[config.mk]
export PLATFORM = sky130hd
export DESIGN_NAME = sram_port_ctrl
export DESIGN_NICKNAME = d
export VERILOG_FILES = /design/src/rtl/sram_port_ctrl.sv
export SDC_FILE = /design/constraint.sdc
export NUM_CORES = 1
export LEC_CHECK = 0
export ABC_AREA = 1
export CAP_MARGIN = 5
export CORE_UTILIZATION = 40
export DETAILED_ROUTE_END_ITERATION = 6
export PLACE_DENSITY = 0.84
export SYNTH_ARGS = -nofsm -noshare
export SYNTH_HDL_FRONTEND = slang
export SYNTH_SLANG_ARGS = --single-unit
[constraint.sdc]
create_clock -name clk -period 1.86 [get_ports clk]
set_input_delay 0.372 -clock clk [delete_from_list [all_inputs] [get_ports clk]]
set_output_delay 0.372 -clock clk [all_outputs]
set_load 0.1 [all_outputs]
[src/rtl/sram_port_ctrl.sv]
// Initiator-side controller for a 128x9 single-port block SRAM in bypass read mode, with an in-order read response buffer.
// Optional power-up clear of the whole array is built in when SRAM_CLEAR_EN is defined.
module sram_port_ctrl #(
    parameter int ADDR_W    = 7,
    parameter int DATA_W    = 9,
    parameter int RSP_DEPTH = 2
) (
    input  logic              clk,
    input  logic              reset,
    input  logic              req_valid,
    output logic              req_ready,
    input  logic              req_we,
    input  logic [ADDR_W-1:0] req_addr,
    input  logic [DATA_W-1:0] req_wdata,
    output logic              rsp_valid,
    input  logic              rsp_ready,
    output logic [DATA_W-1:0] rsp_rdata,
    output logic              busy,
    output logic              sram_ce,
    output logic              sram_oce,
    output logic              sram_reset,
    output logic              sram_wre,
    output logic [ADDR_W-1:0] sram_ad,
    output logic [DATA_W-1:0] sram_din,
    input  logic [DATA_W-1:0] sram_dout
);
    localparam int PTR_W = $clog2(RSP_DEPTH);
    localparam int CNT_W = $clog2(RSP_DEPTH + 1);
    localparam logic [CNT_W:0] DEPTH_C = (CNT_W + 1)'(RSP_DEPTH);

    logic              inflight_q, inflight_d;
    logic [CNT_W-1:0]  count_q, count_d;
    logic [PTR_W-1:0]  wptr_q, wptr_d;
    logic [PTR_W-1:0]  rptr_q, rptr_d;
    logic [DATA_W-1:0] rsp_mem [RSP_DEPTH];

    logic              clr_active;
    logic [ADDR_W-1:0] clr_addr;
    logic              pop;
    logic              rd_accept;
    logic              credit_ok;
    logic [CNT_W:0]    outstanding;

`ifdef SRAM_CLEAR_EN
    typedef enum logic [0:0] {
        S_CLEAR = 1'b0,
        S_RUN   = 1'b1
    } state_e;

    state_e            state_q, state_d;
    logic [ADDR_W-1:0] clr_addr_q, clr_addr_d;
    logic              busy_q, busy_d;

    // One zero-write per cycle; the last address hands over to RUN.
    always_comb begin
        state_d    = state_q;
        clr_addr_d = clr_addr_q;
        if (state_q == S_CLEAR) begin
            clr_addr_d = clr_addr_q + ADDR_W'(1);
            if (clr_addr_q == {ADDR_W{1'b1}}) begin
                state_d = S_RUN;
            end
        end
        busy_d = (state_d == S_CLEAR);
    end

    always_ff @(posedge clk or negedge reset) begin
        if (!reset) begin
            state_q    <= S_CLEAR;
            clr_addr_q <= '0;
            busy_q     <= 1'b1;
        end else begin
            state_q    <= state_d;
            clr_addr_q <= clr_addr_d;
            busy_q     <= busy_d;
        end
    end

    assign clr_active = busy_q;
    assign clr_addr   = clr_addr_q;
`else
    assign clr_active = 1'b0;
    assign clr_addr   = '0;
`endif

    // Both channels are valid/ready: a transfer happens on a rising edge where valid and
    // ready are both high; ready never looks at valid, and valid never looks at ready.
    assign rsp_valid   = (count_q != '0);
    assign rsp_rdata   = rsp_mem[rptr_q];
    assign pop         = rsp_valid & rsp_ready;

    // Every accepted read owns a buffer slot from issue until it is popped.
    assign outstanding = {1'b0, count_q} + (CNT_W + 1)'(inflight_q);
    assign credit_ok   = (outstanding < DEPTH_C) || pop;
    assign req_ready   = !clr_active && (req_we || credit_ok);
    assign rd_accept   = req_valid && req_ready && !req_we;
    assign busy        = clr_active;

    assign sram_ce    = clr_active | (req_valid & req_ready);
    assign sram_wre   = clr_active | req_we;
    assign sram_ad    = clr_active ? clr_addr : req_addr;
    assign sram_din   = clr_active ? '0 : req_wdata;
    assign sram_oce   = 1'b1;
    assign sram_reset = 1'b0;

    always_comb begin
        inflight_d = rd_accept;
        count_d    = count_q;
        wptr_d     = wptr_q;
        rptr_d     = rptr_q;
        if (inflight_q && !pop) begin
            count_d = count_q + CNT_W'(1);
        end else if (!inflight_q && pop) begin
            count_d = count_q - CNT_W'(1);
        end
        if (inflight_q) begin
            wptr_d = wptr_q + PTR_W'(1);
        end
        if (pop) begin
            rptr_d = rptr_q + PTR_W'(1);
        end
    end

    always_ff @(posedge clk or negedge reset) begin
        if (!reset) begin
            inflight_q <= 1'b0;
            count_q    <= '0;
            wptr_q     <= '0;
            rptr_q     <= '0;
        end else begin
            inflight_q <= inflight_d;
            count_q    <= count_d;
            wptr_q     <= wptr_d;
            rptr_q     <= rptr_d;
        end
    end

    // The SRAM registered dout at the issue edge, so this picks up the data the read saw.
    always_ff @(posedge clk) begin
        if (inflight_q) begin
            rsp_mem[wptr_q] <= sram_dout;
        end
    end

endmodule
==> summary.md <==
| Metric | Value |
|---|---|
| Distinct cells, synth | `15` |
| Setup CP Type | `in -> out` |
| Hold WS | `around 0.27 ns` |
| Max-Cap Viols | `0` |
| Nets | `149` |
| Number of synthesis warnings | `0` |
| Peak supply drop | `1.05 mV` |
| Largest net degree at the start of global routing | `13` |
| DRT antenna net count | `0` |
| Htree depth | `1` |
| TritonCTS Buffers | `3` |
| Fraction of layout cells with a size suffix above 1 | `0.222` |
| Outcome | `finished clean` |
| Highest Clock Rate | `0.565 GHz` |
| Synth Register Bits | `23` |
| Final Hold Vio Count | `0` |
| Synth-to-layout area growth | `30.5%` |
| GRT overflow | `0` |
| Layout Skew | `between 0.001 and 0.0015 ns` |
| CP Launch Type | `input pin` |
| HPWL after DPL | `1430 µm` |
| Static Leak | `0.000617 µW` |
| Vias in the first global route | `700` |
| Period utilization | `0.952` |
| Clock root cell | `clkbuf_4` |
| Worst Hold Class | `in -> async` |
| Fin cells | `147` |
| Final Max Tran Viols | `0` |
| CTS Sinks | `23` |
| Die W | `54.0 µm` |
| Die height | `~54 µm` |
| Post-Syn Area | `around 0.0011 mm²` |
| Core Area | `0.00252 mm²` |
| CTS Buffer Depth | `2` |
| Diodes inserted | `0` |
| Setup crit end kind | `primary output` |
| Input/output buffers | `26` |
| Drt wl/cell | `approximately 12 µm` |
| Gate Count Post-Synth | `103` |
| Post_cts resized | `0` |
| Post-Route Setup TNS | `0 ns` |
| I/O pin total | `between 60 and 70` |
| Via count | `699` |
| DP Area | `around 0.0014 mm²` |
| Clock latency on the worst-skew pair | `0.30 ns` |
| Critical Path RT | `1.49 ns` |
| CTS tree | `yes` |
| Sequential share of the synthesized area | `0.615` |
| CP arrival | `around 1.4 ns` |
| Clk pin slew, worst setup/hold paths | `~0.11 ns` |
| RePlAce Congestion | `0.626` |
| First-pass GRT wire length | `2840 µm` |
| Die ar. | `0.00292 mm²` |
| DR DRC count | `0` |
| RSZ-0062 raised after global routing | `no` |
| Period minus WS final | `about 1.8 ns` |
| # hold bufs at CTS | `0` |
| Post-CTS setup buffer count | `0` |
| Vias per Instance | `4.76` |
| Critical path fanouts, max | `2` |
| Final WL | `~1800 µm` |
| Site Rows | `18` |
| Syn_area_per_cell | `10.5 µm²` |
| Initial antenna violation count | `0` |
| Initial drt markers | `20` |
| PD cells | `1850 mW/mm²` |
| Starting density of the core | `0.429` |
| Placed insts | `143` |
| Gr usage total | `0.144` |
| Router iterations before antenna repair | `4` |
| Setup-failing EPs final | `0` |
| Cell area after layout | `0.00141 mm²` |
==> metal layers <==
metal,wire (µm),GRT usage,part of all wire
met1,608,0.129,0.34
met2,970,0.263,0.54
met3,149,0.0311,0.083
met4,76,0.128,0.042
met5,0,0,0
==> flip-flops by register name, indices dropped and copies added (netlist names) <==
register / cells
inflight_q: 1
count_q: 2
rptr_q: 1
rsp_mem: 18
wptr_q: 1
==> synth_stat cells <==
cell       n  share of area
nand2_1   36           0.12
buf_4     20           0.14
edfxtp_1  18           0.50
inv_1      7          0.024
dfrtp_1    5           0.12
nand2_2    4          0.023
nor2_1     3          0.010
conb_1     2         0.0069
nand3_1    2         0.0092
buf_6      1          0.010
ha_1       1          0.012
inv_2      1         0.0035
nand4_1    1         0.0058
xnor2_1    1         0.0081
xor2_1     1         0.0081
==> stage by stage <==
stage                util  power (µW)  setup slack, ns
global placement    0.550        2380            0.128
finish              0.560        2620           0.0885
detailed placement  0.550        2420           0.0606
floorplan               -        1980           0.0153
CTS                 0.560        2640           0.0609
global route        0.560        2720          0.00784
==> path summary, 6_finish.rpt <==
kind | from | slack (ns) | end | depth (start not counted)
worst min-delay path | reset | 0.27 | count_q[1] | 1
worst max-delay path | rsp_ready | 0.09 | sram_ce | 6
worst max register to register | count_q[0] | 0.48 | count_q[1] | 8
min in group clk | count_q[1] | 0.50 | count_q[1] | 2
max in group asynchronous | reset | 1.40 | rptr_q | 1
worst min register to register | count_q[1] | 0.50 | count_q[1] | 2
==> power by group <==
group / internal (µW) / switching, µW
clock: 83.7 / 136
combinational: 545 / 1150
sequential: 650 / 51.0
==> final cells by class <==
cell class              instances  area [µm²]
clock buffers                   4        26.3
fillers                       222        1110
inverters                       8        33.8
multi-input cells              52         229
flip-flops and latches         23         666
well taps                      30        37.5
repair buffers                 30         420
==> logic make-up after synthesis <==
family / count (synthesis) / synth area share
DFF: 23 / 0.615
xor gates and xnor gates: 2 / 0.0162
and+or+nand+nor: 46 / 0.173
other: 2 / 0.00694
adders and majority gates: 1 / 0.0116
buffers and inverters: 29 / 0.177
==> worst max-delay path: stages <==
cell and delay (ns):
clkdlybuf4s50_1 0.42, nor2_1 0.15, nand2_2 0.10, nand2_2 0.09, clkinvlp_4 0.10, buf_12 0.17
==> cell usage in the layout, fill, tap and decap left out, types with 2 or more instances in the layout <==
cell type        count
nand2_2              4
nand2_1             36
nand3_1              2
dfrtp_1              5
inv_1                6
nor2_1               3
clkbuf_4             3
buf_4                4
clkdlybuf4s50_1     13
conb_1               3
edfxtp_1            18
buf_12              13
No activity file was read; power rests on OpenSTA's default activity.
==> edit 1, RTL diff (same settings) <==
Add a define of `SRAM_CLEAR_EN`.
--- a/src/rtl/sram_port_ctrl.sv
+++ b/src/rtl/sram_port_ctrl.sv
@@ -2,2 +2,4 @@
 // Optional power-up clear of the whole array is built in when SRAM_CLEAR_EN is defined.
+`define SRAM_CLEAR_EN
+
 module sram_port_ctrl #(
Formal check against the unedited RTL: not equivalent (Yosys sat finds a counterexample within 4 cycles, from zero or initial values and one cycle with reset low).
==> edit 1 against the unedited design <==
  * Worst setup slack worse by 0.040 ns
  * Hold slack gained 0.20 ns
  * Final area grew 91%
  * Wire length grew 110%
  * Clock power increased to 2.9 times the old value
  * Die area is 38% higher
  * Sequential cell count grew 9
  * Area after synthesis rose by 40%
  * Power grew 11%
  * Highest routed layer unchanged
==> edit 1: results (changes against the unedited design) <==
Status
  • Run status: completed

Global routing
  • Tot GR Track Use: 20.3% (+5.9 points)
  • Global-route wire length before repair: 5.94 mm (+110%)
  • Initial antenna violation count: 0 (unchanged)
  • Pin count of the biggest net entering global routing: 16 (+3)
  • Vias in the first global route: 1314 (+88%)

Placed design
  • IO Port Bufs: 59 (+130%)
  • Detailed Place HPWL: 2.91 mm (+100%)
  • GPL Wtd Cong: 0.762 (+22%)
  • Placed cell count: 270 (+89%)

Synthesis
  • Count leader, synth: nand2_1
  • Ranking of synthesized cells by area: edfxtp_1 36%, dfrtp_1 21%, nand2_1 14%
  • Avg Inst Size Synth: 9.01 sq um (-14%)
  • Primary FF master, synth: edfxtp_1
  • Post-synth top cells: 58 x nand2_1, 25 x inv_1, 18 x edfxtp_1
  • Ys Warns: 0 (unchanged)
  • Post-synth ARST share: 43.8% (+22 points)
  • Syn_nets: 200
  • Netlist cell types: 22 (+7)
  • Seq/Total Area, Yosys: 58.9% (-2.6 points)

Setup path
  • Slowest CP cell: dfstp_4
  • Max stage delay on crit path: 0.67 ns (+0.25 ns)
  • WP data arrival: 1.44 ns (+0.04 ns)
  • Critical path peak fanout: 15 (+13)
  • Worst path top cell family by delay: flip-flops
  • R2r setup slk: 0.43 ns (-0.05 ns)

STA
  • Worst slew pin tran: 0.644 ns
  • Setup TNS: 0 ns (unchanged)
  • Setup Viol. Count Final: 0 (unchanged)
  • Clk_skew: 0.00736 ns (+0.00631 ns)

Drt
  • Top Layer Used: met4
  • Routed vias/inst: 4.65 (-2.3%)
  • DR pass1 iterations: 5 (+1)
  • DR iter-0 viols: 37 (+85%)
  • WL final: 3.74 mm (+110%)
  • Routed length on met2: 2.17 mm (+120%)
  • Met3 routed WL: 145 um (-2.7%)
  • Metal-1 WL: 1.38 mm (+130%)

Clock network
  • Clock Tree Root: clkbuf_8
  • TritonCTS buffer count: 5 (+2)
  • CTS H-tree depth: 2 (+1)
  • Clock-pin slew on the worst setup and hold paths: 0.06 ns (-0.05 ns)
  • Worst skew pair latency: 0.29 ns

Cells and area
  • Fillcell total: 201 (-9.5%)
  • Antenna fix cells: 0 (unchanged)
  • Final Non-Filler Cells: 280 (+90%)
  • Share of layout cells above drive strength 1: 31.6% (+9.4 points)
  • Max FFs per register: 18 (unchanged)

Pwr
  • IR drop worst, VDD: 0.675 mV (-36%)
  • LEAKAGE: 1.19 nW (+92%)

Worst hold path
  • Min-Delay Path Class: flip-flop to flip-flop
[edit 1: worst paths after layout]
kind	from	to	cells after the start
max	busy	sram_ad[3]	3
min	clr_addr[6]	clr_addr[6]	2
max reg2reg	count_q[0]	count_q[1]	7
min reg2reg	clr_addr[6]	clr_addr[6]	2
max in group asynchronous	reset	wptr_q	1
min in group asynchronous	reset	count_q[1]	1
[edit 1: timing repair]
action | CTS | global route
hold endpoints to repair | 0 | 0
resized for setup | 0 | 3
setup buffers | 0 | 2
endpoints found under the setup margin | 0 | 5
[edit 1: layout make-up]
class                           count  area (sq um)  area share [%]
Clock buffer                        6          72.6            2.69
Multi-Input combinational cell    102           594            22.1
Timing Repair Buffer               63           921            34.2
Sequential cell                    32           896            33.3
Inverter                           29           118            4.37
Tap cell                           46          57.6            2.14
Clock inverter                      2          35.0            1.30
[edit 1: power by group]
group | internal (mW) | switching [mW] | total (mW) | leakage, nW
combinational | 0.479 | 0.937 | 1.42 | 0.799
clock | 0.397 | 0.248 | 0.645 | 0.0552
sequential | 0.787 | 0.0481 | 0.835 | 0.331
total | 1.66 | 1.23 | 2.90 | 1.19
[edit 1: cell families (layout without fill, tap and decap cells)]
group / after synthesis / count (layout) / share of synthesized area (%)
buffers and inverters: 34 / 100 / 9.17
XOR/XNOR: 8 / 8 / 4.63
adder cells (fa/ha/maj): 2 / 2 / 1.65
AND/OR/NAND/NOR: 85 / 85 / 23.5
flip-flops: 32 / 32 / 58.9
AO/OA/AOI/OAI: 5 / 5 / 1.65
other: 2 / 2 / 0.496
[edit 1: through the flow]
step / hold WS (ns) / worst slack [ns] / area [sq um]
floorplan: 0.0764 / -0.128 / 1630
global placement: 0.453 / 0.0907 / 2560
detailed placement: 0.459 / 0.0499 / 2560
CTS: 0.474 / 0.00255 / 2670
global route: 0.491 / -0.00440 / 2690
finish: 0.471 / 0.0487 / 2690
[edit 1: tightest hold or removal path: cells and delay by family (launching register included)]
kind / cells / cell delay (ns)
flip-flops: 1 / 0.34
AND/OR/NAND/NOR: 2 / 0.10
[edit 1: metal layers]
layer  global-route usage (%)  vias up
li1                         -      634
met1                     19.2      626
met2                     40.2       35
met3                     5.80        6
met4                     7.10        0
met5                        0        -
==> edit 2, RTL diff (same flow settings) <==
Without the edit above. `DATA_W`: 9 -> 8.
--- a/src/rtl/sram_port_ctrl.sv
+++ b/src/rtl/sram_port_ctrl.sv
@@ -4,3 +4,3 @@
     parameter int ADDR_W    = 7,
-    parameter int DATA_W    = 9,
+    parameter int DATA_W    = 8,
     parameter int RSP_DEPTH = 2
Interface: changed (resized req_wdata, rsp_rdata, sram_din and sram_dout); port bits go from 62 to 58. No check against the original RTL was run, so the function may have changed too.
==> edit 2 against the unedited design <==
  * Power is 8.9% lower
  * Sequential cell count is 2 lower
  * Sequential power is 4.3% lower
  * Final area is 8.3% lower
  * Wire length is 12% lower
  * Area after synthesis is 7.3% lower
  * Die area is 7.0% lower
  * Final cell count is 7.5% lower
  * Worst setup slack better by 0.015 ns
  * Combinational power is 11% lower
  * Global-route usage is 0.79 points lower
==> edit 2: results (changes against the unedited design) <==
Drt
  • Met3 routed WL: 122 um (-18%)
  • Routed vias/inst: 4.51 (-5.1%)
  • Routed length on met2: 785 um (-19%)
  • Metal-1 WL: 605 um (-0.49%)
  • DR iter-0 viols: 11 (-45%)
  • WL final: 1.59 mm (-12%)

Placed design
  • IO Port Bufs: 24 (-7.7%)
  • Detailed Place HPWL: 1.23 mm (-14%)
  • GPL Wtd Cong: 0.755 (+21%)

Clock network
  • Max clock buf depth: 2 (unchanged)
  • Post-CTS Repair Setup Buffers: 0 (unchanged)

Setup path
  • Reg2reg start: inflight_q
  • Critical path peak fanout: 2 (unchanged)
  • Reg2Reg Capture Point: rsp_mem[0][3]

Cells and area
  • Share of layout cells above drive strength 1: 23.1% (+0.93 points)
  • Largest regs: rsp_mem (16), count_q (2)

Global routing
  • Met2 Use GR: 23.1% (-3.3 points)
  • Met1 usage: 14.5% (+1.5 points)
  • Pin count of the biggest net entering global routing: 12 (-1)
  • Global-route wire length before repair: 2.60 mm (-8.3%)
  • Tot GR Track Use: 13.6% (-0.79 points)

Synthesis
  • Post-synth top cells: 33 x nand2_1, 19 x buf_4, 16 x edfxtp_1
  • Post-synth ARST share: 23.8% (+2.1 points)
  • Ranking of synthesized cells by area: edfxtp_1 48%, buf_4 14%, dfrtp_1 12%

Pwr
  • LEAKAGE: 0.564 nW (-8.5%)
  • NetSw: 1.22 mW (-9.1%)
  • IR drop worst, VDD: 1.20 mV (+15%)

Status
  • Run status: completed

STA
  • Clk_skew: 0.00415 ns (+0.00309 ns)
[edit 2: final cells by class]
cell class	instances	area (sq um)
clock buffer	4	26.3
fill	195	1000
inverter	8	33.8
multi-input combinational	49	218
sequential	21	607
tap	28	35.0
timing repair buffer	26	375
[edit 2: worst register-to-register path, delay by kind of cell (launching register included)]
kind          cells  cell delay, ns
flops             1            0.44
simple gates      1            0.51
buf+inv           1            0.07
[edit 2: cell families after synthesis]
logic type	after synthesis	share of synthesized area, %
simple gates	43	17.6
buf+inv	28	18.3
flops	21	60.3
xor+xnor	2	1.75
other cells	2	0.748
fa+ha+maj	1	1.25
[edit 2: how the worst min path moves through the flow]
stage | to | slack (ns) | cells past startpoint
after global placement | count_q[1] | 0.45 | 2
after floorplan | count_q[0] | 0.08 | 0
final | count_q[0] | 0.28 | 1
after global routing | inflight_q | 0.28 | 1
after detailed placement | count_q[1] | 0.47 | 2
after CTS | count_q[0] | 0.28 | 1
[edit 2: per-stage QoR]
stage	power [mW]	hold WS (ns)	cells	setup slack, ns	cell area (sq um)
6_report	2.39	0.282	136	0.104	1290
3_5_place_dp	2.19	0.473	132	0.0953	1270
4_1_cts	2.41	0.280	136	0.0951	1290
3_3_place_gp	2.17	0.453	132	0.123	1270
5_1_grt	2.49	0.278	136	0.0531	1290
2_1_floorplan	1.83	0.0764	98	0.0153	1010
[edit 2: power groups by stage]
stage | Sequential (mW) | Combinational, mW | Clock, mW
after CTS | 0.669 | 1.52 | 0.222
after global placement | 0.675 | 1.49 | 0
after detailed placement | 0.680 | 1.51 | 0
after floorplan | 0.643 | 1.19 | 0
after global routing | 0.683 | 1.57 | 0.239
final | 0.671 | 1.51 | 0.210
